[src/rtl/tone_detect.sv]
`timescale 1ns/1ps
`default_nettype none
// ============================================================================
//  Module   : tone_detect
//  Purpose  : Measures the rising-edge-to-rising-edge period of an
//             asynchronous square-wave input, classifies each period as the
//             low or high siren tone (or unknown), confirms a tone after two
//             consecutive periods of the same class, and counts confirmed
//             low<->high alternations.
//  Ports    : CLK100MHZ    - sole clock, rising edge
//             ck_rst       - asynchronous active-low reset
//             audio_in     - asynchronous square-wave input
//             period       - last measured period in clock cycles
//             period_valid - one-cycle strobe, period updated this cycle
//             tone         - 00 none, 01 low, 10 high, 11 unknown
//             siren_count  - confirmed low<->high changes, saturating
//  Options  : TONE_DETECT_GLITCH_FILTER_EN - when defined, the synchronized
//             level only changes after 3 consecutive equal samples
//             (edge latency 5 cycles instead of 3).
//  Revision : 1.0 - initial release
// ============================================================================
module tone_detect #(
  parameter int CLK_HZ     = 100000000,
  parameter int TONE_LO_HZ = 440,
  parameter int TONE_HI_HZ = 880,
  parameter int TOL_CYC    = 2000,
  parameter int CNT_W      = 20
) (
  input  logic             CLK100MHZ,
  input  logic             ck_rst,
  input  logic             audio_in,
  output logic [CNT_W-1:0] period,
  output logic             period_valid,
  output logic [1:0]       tone,
  output logic [7:0]       siren_count
);

  localparam int PERIOD_LO = CLK_HZ / TONE_LO_HZ;
  localparam int PERIOD_HI = CLK_HZ / TONE_HI_HZ;

  localparam logic [CNT_W-1:0] TIMEOUT  = CNT_W'(2 * PERIOD_LO);
  localparam logic [CNT_W-1:0] CNT_ONE  = CNT_W'(1);
  localparam logic [CNT_W:0]   PER_LO_X = (CNT_W+1)'(PERIOD_LO);
  localparam logic [CNT_W:0]   PER_HI_X = (CNT_W+1)'(PERIOD_HI);
  localparam logic [CNT_W:0]   TOL_X    = (CNT_W+1)'(TOL_CYC);

  localparam logic [1:0] TONE_NONE = 2'b00;
  localparam logic [1:0] TONE_LOW  = 2'b01;
  localparam logic [1:0] TONE_HIGH = 2'b10;
  localparam logic [1:0] TONE_UNK  = 2'b11;

  typedef enum logic [1:0] {
    IDLE  = 2'd0,
    ARMED = 2'd1,
    TRACK = 2'd2
  } state_t;

  // --------------------------------------------------------------------------
  // Input conditioning: two-flop synchronizer, one conditioning stage
  // (plain delay, or the 3-sample glitch filter), then the previous-level flop.
  // The conditioning stage sets the edge-to-strobe latency.
  // --------------------------------------------------------------------------
  logic sync1;
  logic sync2;
  logic level;
  logic level_prev;
  logic edge_det;

`ifdef TONE_DETECT_GLITCH_FILTER_EN
  logic hist1;
  logic hist2;

  always_ff @(posedge CLK100MHZ or negedge ck_rst) begin
    if (!ck_rst) begin
      sync1      <= 1'b0;
      sync2      <= 1'b0;
      hist1      <= 1'b0;
      hist2      <= 1'b0;
      level      <= 1'b0;
      level_prev <= 1'b0;
    end else begin
      sync1      <= audio_in;
      sync2      <= sync1;
      hist1      <= sync2;
      hist2      <= hist1;
      // Accept a new level only once three successive samples agree.
      if ((sync2 == hist1) && (hist1 == hist2)) begin
        level <= sync2;
      end
      level_prev <= level;
    end
  end
`else
  always_ff @(posedge CLK100MHZ or negedge ck_rst) begin
    if (!ck_rst) begin
      sync1      <= 1'b0;
      sync2      <= 1'b0;
      level      <= 1'b0;
      level_prev <= 1'b0;
    end else begin
      sync1      <= audio_in;
      sync2      <= sync1;
      level      <= sync2;
      level_prev <= level;
    end
  end
`endif

  assign edge_det = level & ~level_prev;

  // --------------------------------------------------------------------------
  // Period classification on the running count (used when an edge closes it).
  // Differences are taken one bit wider than the counter so they never wrap.
  // --------------------------------------------------------------------------
  logic [CNT_W-1:0] cnt;
  logic [CNT_W:0]   cnt_x;
  logic [CNT_W:0]   diff_hi;
  logic [CNT_W:0]   diff_lo;
  logic [1:0]       cls;

  always_comb begin
    cnt_x   = {1'b0, cnt};
    diff_hi = (cnt_x >= PER_HI_X) ? (cnt_x - PER_HI_X) : (PER_HI_X - cnt_x);
    diff_lo = (cnt_x >= PER_LO_X) ? (cnt_x - PER_LO_X) : (PER_LO_X - cnt_x);
    if (diff_hi <= TOL_X) begin
      cls = TONE_HIGH;
    end else if (diff_lo <= TOL_X) begin
      cls = TONE_LOW;
    end else begin
      cls = TONE_UNK;
    end
  end

  // A confirmed change counts only when it swaps directly between low and high.
  logic siren_flip;
  assign siren_flip = ((tone == TONE_LOW)  && (cls == TONE_HIGH)) ||
                      ((tone == TONE_HIGH) && (cls == TONE_LOW));

  // --------------------------------------------------------------------------
  // Measurement / confirmation state machine
  // --------------------------------------------------------------------------
  state_t     state;
  logic [1:0] cand;        // class of the previous measured period
  logic       cand_valid;  // cand holds a period from the current run

  always_ff @(posedge CLK100MHZ or negedge ck_rst) begin
    if (!ck_rst) begin
      state        <= IDLE;
      cnt          <= '0;
      period       <= '0;
      period_valid <= 1'b0;
      tone         <= TONE_NONE;
      siren_count  <= 8'd0;
      cand         <= TONE_NONE;
      cand_valid   <= 1'b0;
    end else begin
      period_valid <= 1'b0;
      case (state)
        IDLE: begin
          if (edge_det) begin
            state <= ARMED;
            cnt   <= CNT_ONE;
          end else begin
            cnt   <= '0;
          end
        end

        ARMED, TRACK: begin
          if (cnt == TIMEOUT) begin
            // Timeout wins over a coincident edge; that edge only re-arms.
            tone       <= TONE_NONE;
            cand_valid <= 1'b0;
            if (edge_det) begin
              state <= ARMED;
              cnt   <= CNT_ONE;
            end else begin
              state <= IDLE;
              cnt   <= '0;
            end
          end else if (edge_det) begin
            period       <= cnt;
            period_valid <= 1'b1;
            cnt          <= CNT_ONE;
            state        <= TRACK;
            cand         <= cls;
            cand_valid   <= 1'b1;
            if (cand_valid && (cand == cls) && (tone != cls)) begin
              tone <= cls;
              if (siren_flip && (siren_count != 8'hFF)) begin
                siren_count <= siren_count + 8'd1;
              end
            end
          end else begin
            cnt <= cnt + CNT_ONE;
          end
        end

        default: begin
          state <= IDLE;
          cnt   <= '0;
        end
      endcase
    end
  end

endmodule
`default_nettype wire

[config.mk]
export PLATFORM = sky130hd
export DESIGN_NAME = tone_detect
export DESIGN_NICKNAME = d
export VERILOG_FILES = /design/src/rtl/tone_detect.sv
export SDC_FILE = /design/constraint.sdc
export NUM_CORES = 1
export LEC_CHECK = 0
export ABC_AREA = 1
export CORE_MARGIN = 4
export CORE_UTILIZATION = 45
export CTS_BUF_LIST = sky130_fd_sc_hd__clkbuf_16
export CTS_CLUSTER_SIZE = 28
export DETAILED_ROUTE_END_ITERATION = 6
export SETUP_SLACK_MARGIN = 0.2
export SLEW_MARGIN = 5
export SYNTH_ARGS = -nofsm -noshare
export SYNTH_HDL_FRONTEND = slang
export SYNTH_SLANG_ARGS = --single-unit
[constraint.sdc]
create_clock -name CLK100MHZ -period 3.35 [get_ports CLK100MHZ]
set_input_delay 0.8375 -clock CLK100MHZ [delete_from_list [all_inputs] [get_ports CLK100MHZ]]
set_output_delay 0.8375 -clock CLK100MHZ [all_outputs]
set_load 0.005 [all_outputs]
==> impl_metrics.json <==
{
  "synth_top_area_cell": "dfrtp_1",
  "fillers": 1243,
  "worst_setup_path_start_kind": "flop",
  "synth_compound_area_share_pct": 6.69,
  "slew_headroom_pct": 63.4,
  "coreArea_um2": 12600,
  "drt_wl_total_mm": 21.2,
  "yosys_warnings": 0,
  "syn_to_final_growth_pct": 31.7,
  "drt_drc_violations_left": 0,
  "cts_tree": "yes",
  "die_h_um": 122,
  "finClkSkew_ns": 0.00780,
  "fmax_mhz": 328,
  "min_to": "sync2$_DFF_PN0_",
  "antenna_found_initial": 0,
  "synth-simple-area-share_pct": 47.2,
  "muxShareOfSynthArea_pct": 0,
  "crit_family": "simple AND/OR/NAND/NOR gates",
  "r2r_slack_ns": 0.30,
  "dpl_cell_area_um2": 6600,
  "rsz0062_at_grt": "yes",
  "worst_pin_slew_ns": 0.549,
  "synthArstFlopShare_pct": 100,
  "syn-num-nets": 928,
  "clockBufferDepth": 2,
  "antennaDiodeCount": 0,
  "antenna_left": 0,
  "grt_pass1_wl_mm": 32.8,
  "maxSlewViolCount": 0,
  "p_per_area_nw_per_um2": 360,
  "maxCapViolCount": 0,
  "hold_path_depth": 0,
  "synthCells": 910,
  "syn_avg_cell_area_um2": 6.37,
  "dp_hpwl_mm": 15.7,
  "crit_chain": "inv_4, buf_4, nand2_1, nand2_2, nand3_2, nand2_4, buf_6, inv_4, nor2_4, nand2_1, nand3_1, nand3_1, nand2_1, nand2_2, nand4_1, buf_6, nand2_1, nand2_2, nor2_4, nor2_4, clkbuf_16, nand2_1, nand2_1, nand2_1",
  "synth_cell_types": 44,
  "fp.dieW_um": 122,
  "wire_per_inst_um": 17.5,
  "io_buffers": 33,
  "yosysTopAreaCellShare_pct": 25.9,
  "finalInstanceArea_um2": 7640,
  "fin_crit_ns": 3.05,
  "critical_path_class": "reg -> reg",
  "cts.sinks": 60,
  "path_max_fanout": 8,
  "grt_max_degree": 47,
  "rr_endpoint": "siren_count[1]$_DFFE_PN0P_",
  "ys_dominant_reg_cell": "dfrtp_1",
  "clock_latency_ns": 0.35,
  "worst_path_max_delay_cell": "dfrtp_2",
  "synth_top_family_by_area": "simple AND/OR/NAND/NOR gates",
  "htreeDepth": 3,
  "synthAdderAreaFrac_pct": 3.24,
  "cp.arrival_ns": 3.29,
  "max_stage_delay_ns": 0.43,
  "tns_ns": 0,
  "gp_congestion": 0.952,
  "drive_above_1_share_pct": 26.3,
  "ff2ff_path_depth": 24,
  "synth-seq-cells": 60,
  "start_util_pct": 46.0,
  "viasPerCell": 5.42,
  "first_pass_iters": 5,
  "synth_area_leaders": "dfrtp_1 26%, nand2_1 20%, nand3_1 6.8%, nor2_1 5.6%, inv_1 5.5%",
  "yosysMostFrequentCell": "nand2_1",
  "row_count": 41,
  "via_count": 6565,
  "finalNetCount": 1053,
  "critPathMostFrequentCell": "nand2_1",
  "cts.clk_slew.worst_paths_ns": 0.06,
  "pre_cts_ws_ns": 0.0434,
  "rr_startpoint": "cnt[2]$_DFF_PN0_",
  "yosys-top-cells-count": "304 x nand2_1, 87 x nor2_1, 85 x inv_1",
  "grtUsageTotal_pct": 28.7,
  "cts_buffers": 9,
  "fin_ws_ns": 0.298,
  "grt.overflow.total": 0,
  "worstHoldStart": "sync1$_DFF_PN0_",
  "root_buffer": "clkbuf_16",
  "fin_crit_sh_pct": 91.1,
  "ios": 34,
  "yosys.area_share.xor_xnor_pct": 5.44,
  "cp.required_ns": 3.58,
  "grt_pass1_vias": 6093,
  "synth_edf_count": 0,
  "synth-seq-area-share_pct": 25.9,
  "die_area_um2": 14800,
  "status": "finished clean",
  "syn-cell-area_um2": 5800,
  "hp-class": "reg -> reg",
  "p_leak_nw": 3.80,
  "finalHoldViolations": 0,
  "vdd_drop_max_mv": 0.193,
  "drtIter0Drc": 670,
  "critical_path_buf_inv_count": 6,
  "endpoint_kind": "flop",
  "setup_viol": 0
}
==> where the power goes <==
group	internal, mW	switching (mW)	total, mW
registers	0.791	0.0586	0.849
logic	0.377	0.553	0.930
clock network	0.581	0.393	0.974
==> flip-flops by register name (all words and copies together), names as in the netlist, 2 cells and up <==
signal,flops
tone,2
state,2
period,20
siren_count,8
cnt,20
cand,2
==> per-stage QoR <==
step / cells / total power, mW / util (%) / hold WS, ns
3_5_place_dp: 1149 / 1.56 / 52.3 / 0.339
2_1_floorplan: 910 / 1.30 / - / 0.331
3_3_place_gp: 1149 / 1.55 / 52.3 / 0.333
4_1_cts: 1172 / 2.60 / 55.4 / 0.353
6_report: 1212 / 2.75 / 60.5 / 0.350
5_1_grt: 1212 / 2.88 / 60.5 / 0.367
==> area by class of cell <==
cell class | instances | area [um^2] | area share (%)
inverter | 110 | 439 | 5.75
clock inverter | 7 | 75.1 | 0.982
tap | 172 | 215 | 2.82
clock buffer | 9 | 225 | 2.95
multi-input combinational | 711 | 3910 | 51.2
sequential | 60 | 1520 | 19.8
timing repair buffer | 143 | 1260 | 16.5
==> kinds of logic (layout without fill, tap and decap cells) <==
group                      count (synthesis)  after routing
AOI/OAI and AO/OA                         71             71
xor gates and xnor gates                  36             36
adders and majority gates                 15             15
buffers and inverters                    142            269
DFF                                       60             60
and+or+nand+nor                          586            589
==> layout by cell type (no fill, tap or decap), drive strengths merged <==
master,Yosys,final
a211oi,3,3
a21boi,1,1
a21oi,20,20
a31oi,1,1
a32oi,1,1
and2,1,1
and3,1,1
buf,23,110
bufinv,0,1
clkbuf,9,10
clkdlybuf4s50,0,32
clkinv,5,8
clkinvlp,0,1
dfrtp,60,60
ha,15,15
inv,105,107
nand2,333,333
nand3,86,88
nand3b,1,1
nand4,28,28
nor2,110,111
nor3,20,20
nor3b,2,2
nor4,4,4
o211ai,1,1
o21ai,44,44
xnor2,2,2
xor2,34,34
==> timing repair <==
action                                  CTS  global route
cloned                                    0             4
endpoints found under the setup margin   10            10
resized for setup                         6            93
pin swaps                                 3            29
hold buffers                              0             0
setup buffers                             7            36
==> routing by layer <==
layer	global-route usage [%]	up-vias	wire (um)
li1	-	3146	-
met1	39.2	3078	9270
met5	0	-	0
met2	46.1	291	9820
met4	10.1	0	640
met3	4.69	50	1500
==> worst max-delay path by stage <==
stage | start | endpoint | slack [ns] | cells after the start
after detailed placement | cnt[0]$_DFF_PN0_ | siren_count[7]$_DFFE_PN0P_ | 0.04 | 21
after floorplan | cnt[3]$_DFF_PN0_ | siren_count[6]$_DFFE_PN0P_ | 0.39 | 23
after CTS | cnt[15]$_DFF_PN0_ | siren_count[5]$_DFFE_PN0P_ | 0.21 | 24
final | cnt[2]$_DFF_PN0_ | siren_count[1]$_DFFE_PN0P_ | 0.30 | 24
after global placement | cnt[0]$_DFF_PN0_ | siren_count[7]$_DFFE_PN0P_ | 0.04 | 23
after global routing | cnt[1]$_DFF_PN0_ | siren_count[3]$_DFFE_PN0P_ | 0.17 | 24
Note: power is estimated with default switching activity, not from simulation.
